`src/rtl/imu_pkg.sv`:
```
// Shared definitions for the IMU frame averager: channel map, defaults,
// FSM state type and the averaging arithmetic helper.
package imu_pkg;

  localparam int DATA_W_DEF = 16;
  localparam int NUM_CH_DEF = 6;

  localparam int CH_AX = 0;
  localparam int CH_AY = 1;
  localparam int CH_AZ = 2;
  localparam int CH_GX = 3;
  localparam int CH_GY = 4;
  localparam int CH_GZ = 5;

  typedef enum logic {
    IDLE  = 1'b0,
    ACCUM = 1'b1
  } imu_state_t;

  // Sign-extends an acc_w-bit two's complement value held in the low bits,
  // then arithmetic-shifts it right, which floors towards minus infinity.
  function automatic logic signed [31:0] avg_shift(input logic [31:0] raw,
                                                   input int acc_w,
                                                   input int log2);
    logic signed [31:0] ext;
    ext = signed'(raw << (32 - acc_w)) >>> (32 - acc_w);
    return ext >>> log2;
  endfunction

endpackage

```
`src/rtl/imu_frame_averager_accumulator.sv`:
```
// Per-channel running sum; avg reflects the sum including the sample being
// added this cycle so the frame can be captured on the completing sample.
module imu_ch_accumulator
  import imu_pkg::*;
#(
  parameter int DATA_W   = DATA_W_DEF,
  parameter int AVG_LOG2 = 2
) (
  input  logic                       clk,
  input  logic                       reset_n,
  input  logic                       clear,
  input  logic                       load,
  input  logic                       add_en,
  input  logic [DATA_W-1:0]          sample,
  output logic [DATA_W+AVG_LOG2-1:0] acc,
  output logic [DATA_W-1:0]          avg
);

  localparam int ACC_W = DATA_W + AVG_LOG2;

  logic [ACC_W-1:0] sample_ext;
  logic [ACC_W-1:0] sum;

  assign sample_ext = ACC_W'(signed'(sample));
  assign sum        = acc + (add_en ? sample_ext : '0);
  assign avg        = DATA_W'(avg_shift(32'(sum), ACC_W, AVG_LOG2));

  // load restarts the sum from this sample; clear discards it entirely
  always_ff @(posedge clk) begin
    if (!reset_n) begin
      acc <= '0;
    end else if (load) begin
      acc <= sample_ext;
    end else if (clear) begin
      acc <= '0;
    end else if (add_en) begin
      acc <= sum;
    end
  end

endmodule

```
`src/rtl/imu_frame_averager.sv`:
```
// Averages 2^AVG_LOG2 in-order rounds of IMU channel samples into one packed
// frame on a valid/ready output, flagging channel-order errors and overruns.
module imu_frame_averager
  import imu_pkg::*;
#(
  parameter int DATA_W   = DATA_W_DEF,
  parameter int NUM_CH   = NUM_CH_DEF,
  parameter int AVG_LOG2 = 2,
  parameter int CH_W     = $clog2(NUM_CH)
) (
  input  logic                     clk,
  input  logic                     reset_n,
  input  logic                     cfg_enable,
  input  logic                     in_valid,
  input  logic [CH_W-1:0]          in_ch,
  input  logic [DATA_W-1:0]        in_data,
  output logic                     frame_valid,
  input  logic                     frame_ready,
  output logic [NUM_CH*DATA_W-1:0] frame_data,
  output logic [7:0]               frame_seq,
  output logic                     sync_err,
  output logic                     overrun,
  output logic [7:0]               overrun_cnt
);

  localparam int ACC_W = DATA_W + AVG_LOG2;
  localparam int RND_W = (AVG_LOG2 > 0) ? AVG_LOG2 : 1;
  localparam logic [CH_W-1:0]  LAST_CH  = CH_W'(NUM_CH - 1);
  localparam logic [RND_W-1:0] LAST_RND = RND_W'((1 << AVG_LOG2) - 1);

  imu_state_t state_q, state_d;
  logic [CH_W-1:0]  ch_exp;
  logic [RND_W-1:0] round_cnt;
  logic [7:0]       seq_cnt;
  logic             active, disable_now, hit, miss, restart, complete;
  logic [NUM_CH*DATA_W-1:0] avg_flat;
  logic [ACC_W-1:0]         acc_mon [NUM_CH];

  always_ff @(posedge clk) begin
    if (!reset_n) begin
      state_q <= IDLE;
    end else begin
      state_q <= state_d;
    end
  end

  // Disable takes priority over any sample decode, so it also masks sync_err
  always_comb begin
    state_d     = state_q;
    active      = 1'b0;
    disable_now = 1'b0;
    case (state_q)
      IDLE:  if (cfg_enable) state_d = ACCUM;
      ACCUM: begin
        if (cfg_enable) begin
          active = 1'b1;
        end else begin
          disable_now = 1'b1;
          state_d     = IDLE;
        end
      end
      default: state_d = IDLE;
    endcase
    hit      = active && in_valid && (in_ch == ch_exp);
    miss     = active && in_valid && (in_ch != ch_exp);
    restart  = miss && (in_ch == '0);
    complete = hit && (ch_exp == LAST_CH) && (round_cnt == LAST_RND);
  end

  always_ff @(posedge clk) begin
    if (!reset_n || state_q == IDLE || disable_now) begin
      ch_exp    <= '0;
      round_cnt <= '0;
    end else if (miss) begin
      ch_exp    <= restart ? CH_W'(1) : '0;
      round_cnt <= '0;
    end else if (hit) begin
      if (ch_exp == LAST_CH) begin
        ch_exp    <= '0;
        round_cnt <= (round_cnt == LAST_RND) ? '0 : round_cnt + 1'b1;
      end else begin
        ch_exp <= ch_exp + 1'b1;
      end
    end
  end

  for (genvar k = 0; k < NUM_CH; k++) begin : g_ch
    logic ch_add, ch_load, ch_clear;
    assign ch_add   = hit && (ch_exp == CH_W'(k));
    assign ch_load  = restart && (k == 0);
    assign ch_clear = disable_now || miss || complete;

    imu_ch_accumulator #(
      .DATA_W   (DATA_W),
      .AVG_LOG2 (AVG_LOG2)
    ) u_acc (
      .clk     (clk),
      .reset_n (reset_n),
      .clear   (ch_clear),
      .load    (ch_load),
      .add_en  (ch_add),
      .sample  (in_data),
      .acc     (acc_mon[k]),
      .avg     (avg_flat[k*DATA_W +: DATA_W])
    );
  end

  // A held frame is never overwritten; a completion that cannot load is dropped
  always_ff @(posedge clk) begin
    if (!reset_n) begin
      frame_valid <= 1'b0;
      frame_data  <= '0;
      frame_seq   <= '0;
      seq_cnt     <= '0;
      sync_err    <= 1'b0;
      overrun     <= 1'b0;
      overrun_cnt <= '0;
    end else begin
      sync_err <= miss;
      overrun  <= 1'b0;
      if (complete) begin
        seq_cnt <= seq_cnt + 8'd1;
        if (!frame_valid || frame_ready) begin
          frame_valid <= 1'b1;
          frame_data  <= avg_flat;
          frame_seq   <= seq_cnt;
        end else begin
          overrun <= 1'b1;
          if (overrun_cnt != 8'hFF) overrun_cnt <= overrun_cnt + 8'd1;
        end
      end else if (frame_valid && frame_ready) begin
        frame_valid <= 1'b0;
      end
    end
  end

endmodule

```
`config.mk`:
```
export PLATFORM = sky130hd
export DESIGN_NAME = imu_frame_averager
export DESIGN_NICKNAME = d
export VERILOG_FILES = /design/src/rtl/imu_pkg.sv /design/src/rtl/imu_frame_averager_accumulator.sv /design/src/rtl/imu_frame_averager.sv
export SDC_FILE = /design/constraint.sdc
export NUM_CORES = 1
export LEC_CHECK = 0
export CAP_MARGIN = 20
export CORE_ASPECT_RATIO = 1.2
export CORE_MARGIN = 8
export CORE_UTILIZATION = 54
export CTS_CLUSTER_DIAMETER = 100
export DETAILED_ROUTE_END_ITERATION = 8
export GPL_ROUTABILITY_DRIVEN = 0
export PLACE_DENSITY_LB_ADDON = 0.2
export SKIP_LAST_GASP = 1
export SLEW_MARGIN = 30
export SYNTH_ARGS = -nofsm -noshare
export SYNTH_HDL_FRONTEND = slang
export SYNTH_SLANG_ARGS = --single-unit
```
`constraint.sdc`:
```
create_clock -name clk -period 5.1 [get_ports clk]
set_input_delay 0.765 -clock clk [delete_from_list [all_inputs] [get_ports clk]]
set_output_delay 0.765 -clock clk [all_outputs]
set_load 0.02 [all_outputs]
```
==> results.cfg <==
[timing]
period_share = 0.8878
rsz0062_at_grt = false
slew_viol_final = 0
finalHoldViolCount = 0
fmax_mhz = 220.9
worst_pin_slew_ns = 0.7886
slew_headroom = 0.4728
setup_tns_ns = 0
setup_ws_ns = 0.5724
finClkSkew_ns = 0.009465
finalSetupViolCount = 0
fin_crit_ns = 4.528

[detailed_routing]
wl_met3_mm = 3.034
vias = 12760
drt-met1-wl_mm = 16.07
vias_per_cell = 5.793
dr.first_iter.drc_count = 764
final_antenna_net_count = 0
routed_wl_mm = 38.79
route.met2.wl_mm = 18.16
top_layer = met5
drc = 0
dr.pass1.iters = 5
post_drt_wl_per_cell_um = 17.61

[layout]
fillers = 2218
seqCellArea_mm2 = 0.004745
fin_util = 0.6525
area_growth_pct = 20.23
nets = 1988
instances_no_fill = 2202
drive_gt1_frac = 0.05024
multi_input_area_mm2 = 0.008567

[synth]
synth_edf_count = 0
synth_area_per_cell_um2 = 7.890
synth_compound_area_frac = 0.2184
synthAdderAreaFrac = 0.1057
synth_seq_cells = 237
async_flop_share = 0
yosys.area_share.simple = 0.2186
synth_top_family_by_area = simple AND/OR/NAND/NOR gates
synth_cell_types = 58
syn_nets = 1871
synth_seq_area_share = 0.3466
netlist_instances = 1735
synth_xor_area_frac = 0.07157
syn_area_mm2 = 0.01369
yosys-mux-area-fraction = 0.008774
synth_ff_type = dfxtp_1
ys_warn_count = 0

[clocking]
hold_buffers = 0
cts_root_buf = clkbuf_16
numClockSinks = 237
path_clk_slew_ns = 0.06
cts_setup_buffers = 0
cts.repair.resized = 0
cts_tree = done
cts.htree.levels = 1
cts_made_buffers = 26
cts_buffer_depth = 3
clk-insertion-delay-late_ns = 0.53

[critical_path]
crit_fanout = 5
start_kind = primary input
cp_data_required_time_ns = 5.52
r2r_cells = 16
path_class = in2reg
worst_path_largest_cell_delay_ns = 0.49
crit_buf_inv = 2
end_kind = flip-flop
arrival_ns = 4.95
worst-path-stages = 17
crit_path_top_delay_cell = clkdlybuf4s50_1
worstPathCellList = clkdlybuf4s50_1 -> xor2_1 -> or3_1 -> nand2b_4 -> nor4_2 -> buf_4 -> and2_1 -> ha_1 -> fa_1 -> a211o_1 -> a211oi_1 -> nor2_1 -> o41ai_1 -> o21ai_0 -> o31ai_1 -> xnor2_1 -> o221a_2
cp_top_family = compound AO/OA/AOI/OAI gates

[placement]
place_ws_ns = 0.1200
dp_hpwl_mm = 26.90
dp_cells = 2154
io_buffer_count = 138

[global_route]
grt_usage = 0.2469
antenna_found_initial = 2
grt_overflow = 0
grt_pass1_wl_mm = 62.91
grt_pass1_vias = 12420
grt_max_degree = 105

[floorplanning]
die_w_um = 161.3
start_util = 0.5427
die-height_um = 190.4
dieArea_mm2 = 0.03072
core_mm2 = 0.02522
rows = 64
io_pins = 139

[power]
powerDensity_mw_per_mm2 = 247.0
power_leakage_nw = 6.630
peakVddDrop_v = 0.0002372

[worst_hold_path]
hold_path_depth = 2
hold_path_class = reg2reg

[flow_run]
cap_violations = 0

[status]
status = finished clean
[state kept, by name, summed over array words and instances (netlist names)]
register / flops
overrun_cnt: 8
frame_data: 96
state_q: 1
ch_exp: 3
frame_valid: 1
sync_err: 1
g_ch.u_acc.acc: 108
overrun: 1
round_cnt: 2
seq_cnt: 8
frame_seq: 8
[cells in the mapped netlist, types with 4 or more instances]
cell       instances  area share
mux2i_1           12      0.0088
a2111oi_0          4      0.0026
o21a_1             9      0.0049
a31oi_1           12      0.0055
and4_1             5      0.0032
inv_1             21      0.0058
and3_1            30       0.014
o31ai_1            8      0.0044
nand2_1          308       0.084
xor2_1            36       0.023
nand4_1           10      0.0046
o21bai_1          15      0.0082
fa_1               6      0.0088
clkbuf_1          68       0.019
or3_1              5      0.0023
ha_1             106       0.097
nor3_1            16      0.0058
buf_1              6      0.0016
a21o_1            32       0.018
a22oi_1            7      0.0038
o21ai_0          121       0.044
a211oi_1          39       0.021
a221oi_1           6      0.0038
o22ai_1            6      0.0027
xnor2_1           74       0.047
nor3b_1            4      0.0022
dfxtp_1          237        0.35
nand3_1           46       0.017
nor2_1            95       0.026
and2_1            83       0.038
nand2b_1          25       0.011
a21oi_1          233       0.085
buf_2             12      0.0044
[cell usage in the layout, fill, tap and decap left out, types with 30 or more instances in the layout]
cell and count:
xor2_1 36, a21oi_1 233, nand3_1 46, o21ai_0 121
a211oi_1 39, nand2_1 307, xnor2_1 74, a21o_1 32
buf_4 32, and2_1 83, clkdlybuf4s50_1 138, and3_1 30
dfxtp_1 237, ha_1 106, nor2_1 95
[layer usage]
metal | vias up | GRT usage
met3 | 82 | 0.04795
met5 | - | 0
met2 | 418 | 0.4259
met4 | 2 | 0.1024
li1 | 6308 | -
met1 | 5946 | 0.2963
[per-stage QoR]
step / power (mW) / area (um2) / hold slack (ns)
after floorplan: 1.982 / 13690 / 0.4362
after global placement: 2.064 / 15530 / 0.4419
after detailed placement: 2.066 / 15530 / 0.4466
after CTS: 4.102 / 16460 / 0.4548
after global routing: 4.190 / 16460 / 0.4649
final: 4.065 / 16460 / 0.4522
[report_power, final]
group / internal, mW / switching, mW / total (mW)
clock: 1.26 / 0.777 / 2.04
sequential: 1.86 / 0.00635 / 1.87
combinational: 0.0486 / 0.112 / 0.160
total: 3.17 / 0.895 / 4.07
[final cells by class]
class	count	area share
Antenna cell	1	0.0001520
Clock buffer	33	0.04425
Clock inverter	14	0.01224
Inverter	21	0.004865
Multi-Input combinational cell	1391	0.5205
Sequential cell	237	0.2883
Tap cell	330	0.02509
Timing Repair Buffer	175	0.1046
[kinds of logic (layout without fill, tap and decap cells)]
logic type / Yosys count / in the layout
AOI/OAI and AO/OA: 514 / 514
xor gates and xnor gates: 111 / 111
adders and majority gates: 112 / 112
buffers and inverters: 107 / 243
DFF: 237 / 237
muxes: 12 / 12
other: 0 / 1
and+or+nand+nor: 642 / 642
[worst reg2reg max path: cells and delay by family, from the launching register on]
| kind | cells | cell delay [ns] |
|---|---|---|
| AOI/OAI and AO/OA | 6 | 1.77 |
| xor gates and xnor gates | 2 | 0.38 |
| adders and majority gates | 2 | 0.65 |
| buffers and inverters | 1 | 0.19 |
| DFF | 1 | 0.70 |
| and+or+nand+nor | 5 | 0.73 |
[final timing paths]
check / startpoint / to / slack (ns)
max reg2reg: ch_exp[0] / g_ch[0].u_acc.acc[16] / 0.58
max: in_ch[1] / g_ch[0].u_acc.acc[16] / 0.57
min: frame_data[51] / frame_data[51] / 0.45
min reg2reg: frame_data[51] / frame_data[51] / 0.45
Note: power is estimated with default switching activity, not from simulation.
